[src/rtl/care_actions.sv]
// Care buttons -> one clipped stat update request per press, then a global cooldown.
// Optional macro CARE_SIDE_EFFECT_EN adds a hygiene +1 side request after each feed.
module care_actions #(
  parameter int unsigned TICK_DIV       = 10_000_000,
  parameter int unsigned COOLDOWN_TICKS = 3,
  parameter int unsigned ACK_TIMEOUT    = 255
) (
  input  logic        clk,
  input  logic        reset,
  input  logic [7:0]  inputs,
  input  logic [3:0]  random,
  input  logic [23:0] stat_levels,
  output logic        req_valid,
  output logic [2:0]  req_sel,
  output logic        req_sub,
  output logic [3:0]  req_amount,
  input  logic        req_ready,
  output logic        busy,
  output logic        refused,
  output logic        timeout
);
  localparam int unsigned TW = (TICK_DIV > 1) ? $clog2(TICK_DIV) : 1;
  localparam int unsigned WW = (ACK_TIMEOUT > 1) ? $clog2(ACK_TIMEOUT) : 1;
  localparam int unsigned CW = (COOLDOWN_TICKS > 1) ? $clog2(COOLDOWN_TICKS) : 1;
  localparam logic [TW-1:0] TICK_LAST = TW'(TICK_DIV - 1);
  localparam logic [WW-1:0] WAIT_LAST = WW'(ACK_TIMEOUT - 1);
  localparam logic [CW-1:0] CD_LAST   = CW'(COOLDOWN_TICKS - 1);

`ifdef CARE_SIDE_EFFECT_EN
  typedef enum logic [1:0] {IDLE, REQ, SIDE, COOLDOWN} state_t;
`else
  typedef enum logic [1:0] {IDLE, REQ, COOLDOWN} state_t;
`endif

  state_t          state_q, state_d;
  logic [5:0]      sync1_q, sync2_q, prev_q, press;
  logic [TW-1:0]   tick_q;
  logic            tick;
  logic [WW-1:0]   wait_q, wait_d;
  logic [CW-1:0]   cd_q, cd_d;
  logic [2:0]      sel_q, sel_d, sel_c;
  logic            sub_q, sub_d, hit_c;
  logic [3:0]      amt_q, amt_d, amt_c, lvl_c, base_c;
  logic            refused_q, refused_d, timeout_q, timeout_d;
  logic            unused_bits;

  assign unused_bits = ^{inputs[7:6], random[3:2]};
  assign press = sync2_q & ~prev_q;
  assign tick  = (tick_q == TICK_LAST);

  always_ff @(posedge clk or negedge reset) begin
    if (!reset) begin
      sync1_q <= '0;
      sync2_q <= '0;
      prev_q  <= '0;
      tick_q  <= '0;
    end else begin
      sync1_q <= inputs[5:0];
      sync2_q <= sync1_q;
      prev_q  <= sync2_q;
      tick_q  <= tick ? '0 : tick_q + 1'b1;
    end
  end

  // Lowest-numbered press wins; the clip against the current level keeps the stat from underflowing.
  always_comb begin
    sel_c  = '0;
    hit_c  = 1'b0;
    lvl_c  = '0;
    base_c = '0;
    for (int i = 5; i >= 0; i--) begin
      if (press[i]) begin
        sel_c = 3'(i);
        hit_c = 1'b1;
      end
    end
    case (sel_c)
      3'd0: begin lvl_c = stat_levels[3:0];   base_c = 4'd3; end
      3'd1: begin lvl_c = stat_levels[7:4];   base_c = 4'd1 + {2'b00, random[1:0]}; end
      3'd2: begin lvl_c = stat_levels[11:8];  base_c = 4'd4; end
      3'd3: begin lvl_c = stat_levels[15:12]; base_c = 4'd15; end
      3'd4: begin lvl_c = stat_levels[19:16]; base_c = 4'd15; end
      3'd5: begin lvl_c = stat_levels[23:20]; base_c = 4'd2; end
      default: begin lvl_c = '0; base_c = '0; end
    endcase
    amt_c = (base_c < lvl_c) ? base_c : lvl_c;
  end

  always_comb begin
    state_d   = state_q;
    sel_d     = sel_q;
    sub_d     = sub_q;
    amt_d     = amt_q;
    wait_d    = wait_q;
    cd_d      = cd_q;
    timeout_d = 1'b0;
    refused_d = (state_q != IDLE) && (|press);
    case (state_q)
      IDLE: begin
        if (hit_c) begin
          if (lvl_c == 4'd0) begin
            refused_d = 1'b1;
          end else begin
            sel_d   = sel_c;
            sub_d   = 1'b1;
            amt_d   = amt_c;
            wait_d  = '0;
            state_d = REQ;
          end
        end
      end
      REQ: begin
        if (req_ready) begin
          state_d = COOLDOWN;
          cd_d    = '0;
`ifdef CARE_SIDE_EFFECT_EN
          if (sel_q == 3'd0 && stat_levels[15:12] != 4'hF) begin
            state_d = SIDE;
            sel_d   = 3'd3;
            sub_d   = 1'b0;
            amt_d   = 4'd1;
            wait_d  = '0;
          end
`endif
        end else if (wait_q == WAIT_LAST) begin
          state_d   = IDLE;
          timeout_d = 1'b1;
        end else begin
          wait_d = wait_q + 1'b1;
        end
      end
`ifdef CARE_SIDE_EFFECT_EN
      SIDE: begin
        // A lost side request still costs the player a cooldown.
        if (req_ready || wait_q == WAIT_LAST) begin
          state_d   = COOLDOWN;
          cd_d      = '0;
          timeout_d = !req_ready;
        end else begin
          wait_d = wait_q + 1'b1;
        end
      end
`endif
      COOLDOWN: begin
        if (tick) begin
          if (cd_q == CD_LAST) state_d = IDLE;
          else                 cd_d    = cd_q + 1'b1;
        end
      end
      default: state_d = IDLE;
    endcase
  end

  always_ff @(posedge clk or negedge reset) begin
    if (!reset) begin
      state_q   <= IDLE;
      sel_q     <= '0;
      sub_q     <= 1'b0;
      amt_q     <= '0;
      wait_q    <= '0;
      cd_q      <= '0;
      refused_q <= 1'b0;
      timeout_q <= 1'b0;
    end else begin
      state_q   <= state_d;
      sel_q     <= sel_d;
      sub_q     <= sub_d;
      amt_q     <= amt_d;
      wait_q    <= wait_d;
      cd_q      <= cd_d;
      refused_q <= refused_d;
      timeout_q <= timeout_d;
    end
  end

`ifdef CARE_SIDE_EFFECT_EN
  assign req_valid = (state_q == REQ) || (state_q == SIDE);
`else
  assign req_valid = (state_q == REQ);
`endif
  assign busy       = (state_q != IDLE);
  assign req_sel    = sel_q;
  assign req_sub    = sub_q;
  assign req_amount = amt_q;
  assign refused    = refused_q;
  assign timeout    = timeout_q;
endmodule
[config.mk]
export PLATFORM = sky130hd
export DESIGN_NAME = care_actions
export DESIGN_NICKNAME = d
export VERILOG_FILES = /design/src/rtl/care_actions.sv
export SDC_FILE = /design/constraint.sdc
export NUM_CORES = 1
export LEC_CHECK = 0
export ABC_AREA = 0
export ABC_CLOCK_PERIOD_IN_PS = 7200
export CAP_MARGIN = 0
export CELL_PAD_IN_SITES_DETAIL_PLACEMENT = 1
export CELL_PAD_IN_SITES_GLOBAL_PLACEMENT = 2
export CORE_UTILIZATION = 37
export CTS_CLUSTER_DIAMETER = 30
export DETAILED_ROUTE_END_ITERATION = 8
export HOLD_SLACK_MARGIN = 0.1
export PLACE_DENSITY = 0.86
export REMOVE_ABC_BUFFERS = 1
export SLEW_MARGIN = 20
export SYNTH_ARGS = -nofsm -noshare
export SYNTH_HDL_FRONTEND = slang
export SYNTH_SLANG_ARGS = --single-unit
[constraint.sdc]
create_clock -name clk -period 7.2 [get_ports clk]
set_input_delay 1.08 -clock clk [delete_from_list [all_inputs] [get_ports clk]]
set_output_delay 1.08 -clock clk [all_outputs]
set_load 0.01 [all_outputs]
; Word level (Yosys, flattened, before mapping)
; Cells that the tools add are included.
[word_totals]
register_bits = 64
inputBits = 39
output_inout_bits = 12
elab_cells = 90
[classes]
add_sub_neg = 4
magnitude_cmp = 1
n_eq_ne = 19
mux = 38
n_bitwise = 3
n_reduce_logical = 13
[op_table]
columns = cell, n
row1 = $mux 8, 4
row2 = $add 24x1->24 const B, 1
row3 = $eq 24x24->1 const B, 1
row4 = $mux 24, 1
row5 = $pmux 4 s6, 1
row6 = $pmux 4 s5, 1
row7 = $mux 2, 9
row8 = $mux 3, 6
row9 = $pmux 8 s2, 1
row10 = $ne 2x2->1 const B, 7
row11 = $mux 1, 12
row12 = $reduce_and 5->1, 2
row13 = $add 8x1->8 const B, 1
row14 = $eq 8x8->1 const B, 1
row15 = $and 6x6->6, 1
row16 = $eq 3x2->1 const B, 2
row17 = $eq 3x3->1 const B, 2
row18 = $not 6->6, 1
row19 = $pmux 2 s3, 1
row20 = $reduce_bool 2->1, 3
row21 = $reduce_or 6->1, 1
row22 = $eq 2x2->1 const B, 2
row23 = $logic_not 4->1, 1
row24 = $lt 4x4->1, 1
row25 = other kinds (15), 15

; Logic depth before layout (Yosys ltp)
[logic_depth]
depth_word = 14
mapped_depth = 12
mapped_depth_nobuf = 12

; Worst setup path before layout
; OpenSTA, ideal clock, no wires.
[synth_path]
path_type = input -> register
from = in stat_levels[15]
to = reg amt_q[1] (netlist: req_amount[1])
setup_ns = 0.077
arrival_time_ns = 3.127
t_required_ns = 7.123
setup_slack_ns = 3.995
stages = 10
n_path_buf = 0
path_cell_list = a31o_2 > a21oi_1 > a211o_1 > ha_1 > a21oi_1 > o2111a_1 > a31oi_1 > o31ai_2 > mux2_1 > a21oi_1
[synth_via]
elab_chain_cells = 4
elab_cells_between_ends = 6
cone_classes = order compare (1) / mux (2) / bitwise (1) / reduce/logical (2)
[synth_lines]
columns = item, line
row1 = "start, declared", 12  ; input logic [23:0] stat_levels,
row2 = $pmux 4 s6 *, 77  ; case (sel_c)
row3 = branches (longest 3 deep; another with $lt 4x4->1), -
row4 = "end signal, assigned", 168  ; amt_q <= amt_d;
row5 = "end, declared", 43  ; logic [3:0] amt_q, amt_d, amt_c, lvl_c, base_c;
; Every way passes the cells marked *.
; A chain may end at the register's enable or synchronous reset.

; Worst setup path in the final report
[layout_path]
from = reg sync2_q[1]
to = reg amt_q[1] (netlist: req_amount[1])
[layout_via]
elab_chain_cells = 8
elab_cells_between_ends = 19
cone_classes = order compare (1) / eq/ne (5) / mux (7) / bitwise (2) / reduce/logical (4)
[layout_lines]
columns = item, line
row1 = "start, declared", 36  ; logic [5:0] sync1_q, sync2_q, prev_q, press;
row2 = "start signal, assigned", 59  ; sync2_q <= sync1_q;
row3 = $and 6x6->6 *, 48  ; assign press = sync2_q & ~prev_q;
row4 = $mux 3 (2 in series), 72  ; if (press[i]) begin
row5 = "$eq 3x3->1, or another cell as far along", 77
row6 = $reduce_or 2->1 (no line) / $pmux 4 s6 (equally long branches), -
row7 = $pmux 4 s5 / $logic_not 4->1 (equally long branches), "77, 101"
row8 = $lt 4x4->1 / $not 1->1 (equally long branches), -
row9 = $mux 4 / $reduce_and 3->1 (equally long branches), -
; Mark *: on every way between the ends. The rest lies on a longest branch, timed or not.

==> flow_summary.ini <==
[outcome]
status = finished, final reports clean

[setup_path]
r2r_end = req_amount[1]
crit_start = sync2_q[1]
cp_max_fo = 5
timing.rr.start = sync2_q[1]
reg2reg_slack_ps = 3490
critPathKind = flop to flop
crit_end = req_amount[1]
cp_data_required_time_ps = 7470
start_kind = flop
endpoint_kind = flop
critPathArrivalTime_ps = 3980
r2r_cells = 11

[yosys]
ys.flop_type = dfrtp_1
ys_seq_elements = 64
synth-edff-count = 0
avgSynthCellArea_um2 = 10.52
seq_area_frac_synth_pct = 50.75
yosys_warnings = 0
synth_mux_area_share_pct = 3.608
synth_async_sr_flop_share_pct = 100.0
syn_inst = 300
synth_top_family_by_area = simple AND/OR/NAND/NOR gates
synth_compound_area_share_pct = 13.84
synth-xor-area-share_pct = 6.384
synth-adder-area-share_pct = 3.172
synth_cell_types = 56
synthSimpleGateAreaFrac_pct = 21.13
netlist_area_um2 = 3156

[placement]
pre_cts_ws_ps = 3268
port_buffers = 46
place_area_um2 = 3741
place_congestion = 0.7539
hpwl_um = 5166

[hold_path]
hp-class = flop to flop
worstHoldPathCells = 0

[route]
ant_nets = 0
vias = 2425
routedWlPerCell_um = 15.08
first_pass_iters = 4
vias_per_cell = 5.204
drc = 0
wirelength_um = 7025
drtIter0Drc = 55

[final_layout]
regArea_um2 = 1602
fin_area_um2 = 3994
fillCellCount = 920
n_antenna_cell = 0
mostFrequentLayoutCells = dfrtp_1, clkdlybuf4s50_1, nand2_1
nets = 403
final_common_cell = dfrtp_1
multiInputGateArea_um2 = 1519
syn_to_final_growth_pct = 26.57
drive_gt1_share_pct = 11.08

[clock_tree]
clk_pin_slew_ps = 70
cts.sinks = 64
root_buffer = clkbuf_8
cts-hold-fix-buffers = 0
cts_made_buffers = 9
tritoncts = done
clock_path_buffers = 2
clock_latency_ps = 340
htreeDepth = 3
cts_resized = 0
post-cts-setup-buffers = 0

[power]
switching_share_pct = 28.38
sequentialPowerShare_pct = 39.1
leakagePower_nw = 1.706
p_switching_w = 0.0003051
irDropWorstVdd_v = 0.0001632
comb_power_share_pct = 25.2
p_per_area_nw_per_um2 = 269.2
p_clk_share_pct = 35.7
cell_internal_pwr_w = 0.0007701

[timing]
rsz0062_at_grt = no
timing.final.setup_violations = 0
worst_slack_ps = 3488
skew_ps = 10.22
slew_headroom_pct = 31.90
period_minus_slack_ps = 3712
finalMaxSlewViolations = 0
fin_hold_ws_ps = 349.8
tightest_slew_ps = 1019
hold_viol = 0
setup-tns-final_ps = 0
fmax_mhz = 269.4
finalCritPeriodShare_pct = 51.55

[global_route]
grt_overflow = 0
grt_max_degree = 65
antenna_found_initial = 0
first_global_vias = 2566
grt_pass1_wl_um = 12080
track_usage_pct = 17.69

[floorplan]
rows = 33
start_util_pct = 38.40
core_um2 = 8217
dieHeight_um = 94.35
dieWidth_um = 94.35
boundaryPins = 51
die_area_um2 = 8902

[run]
drv_cap = 0
-- power by group through the flow --
stage / Clock [W] / Combinational, W / Sequential [W]
2_1_floorplan: 0 / 0.000146 / 0.000432
3_3_place_gp: 0 / 0.000266 / 0.000426
3_5_place_dp: 0 / 0.000275 / 0.000428
4_1_cts: 0.000396 / 0.000276 / 0.000421
5_1_grt: 0.000411 / 0.000301 / 0.000426
6_report: 0.000384 / 0.000271 / 0.000421
-- how the worst min path moves through the flow --
stage | end | startpoint
after floorplan | sync2_q[0] | sync1_q[0]
final | sync2_q[0] | sync1_q[0]
after global placement | sync2_q[0] | sync1_q[0]
after CTS | sync2_q[0] | sync1_q[0]
after global routing | sync2_q[4] | sync1_q[4]
after detailed placement | sync2_q[2] | sync1_q[2]
-- area by class of cell --
type,count,area share (%)
repair buffers,47,11.59
flip-flops and latches,64,40.10
clock inverters,6,2.882
well taps,105,3.289
inverters,7,0.6579
multi-input cells,227,38.03
clock buffers,10,3.446
-- per-stage QoR --
step                instances  util, %  total power (W)
floorplan                 298        -        0.0005776
global placement          450    45.53        0.0006927
detailed placement        450    45.53        0.0007028
CTS                       466    48.61         0.001093
global route              466    48.61         0.001137
finish                    466    48.61         0.001075
-- cell families after synthesis --
| kind of cell | Yosys count |
|---|---|
| simple gates | 132 |
| mux | 10 |
| buf+inv | 9 |
| fa+ha+maj | 8 |
| xor+xnor | 23 |
| flops | 64 |
| compound gates | 54 |
-- cell usage after synthesis (2+ instances only) --
cell type  count  area [um2]
nor4_1         3       18.77
xnor2_1       12       105.1
a221oi_1       2       17.52
mux2_1         4       45.04
or3_1          3       18.77
o2111a_1       2       22.52
nand3_1       19       95.09
ha_1           8       100.1
nand4_1        6       37.54
a21oi_1       10       50.05
and3_1         5       31.28
nand2_1       33       123.9
o211ai_1       2       15.01
or2_1          2       12.51
mux2i_1        2       20.02
or2_2          3       18.77
dfrtp_1       64        1602
mux2_2         3       33.78
o2bb2ai_1      2       17.52
nand2b_1       8       50.05
xor2_1        11       96.34
a32oi_1        2       17.52
inv_1          7       26.28
nor2_1        31       116.4
a31oi_1        4       25.02
o21ai_0       10       50.05
nor2b_1        3       18.77
and2b_4        2       20.02
o21ai_1        4       20.02
nor3_1         7       35.03
-- worst max-delay path: stages (launching register included) --
cell	delay (ps)
dfrtp_1	430
and2b_4	210
a211oi_1	530
a21oi_1	290
a211o_1	420
ha_1	340
a21oi_1	330
o2111a_1	250
a31oi_1	60
o31ai_2	300
mux2_1	360
a21oi_1	130
-- sequential cells by signal, summed over array words and instances (netlist names), 3 cells and up --
| name | flops |
|---|---|
| req_sel | 3 |
| sync1_q | 6 |
| req_amount | 4 |
| prev_q | 6 |
| tick_q | 24 |
| wait_q | 8 |
| sync2_q | 6 |
-- layer usage --
metal | vias to the layer above | global-route usage, % | part of all wire [%]
li1 | 1182 | - | -
met3 | 6 | 4.026 | 3.9
met1 | 1190 | 23.03 | 49
met2 | 47 | 29.29 | 46
met5 | - | 0 | 0
met4 | 0 | 5.385 | 0.90
Power figures use the tool's default switching activity.
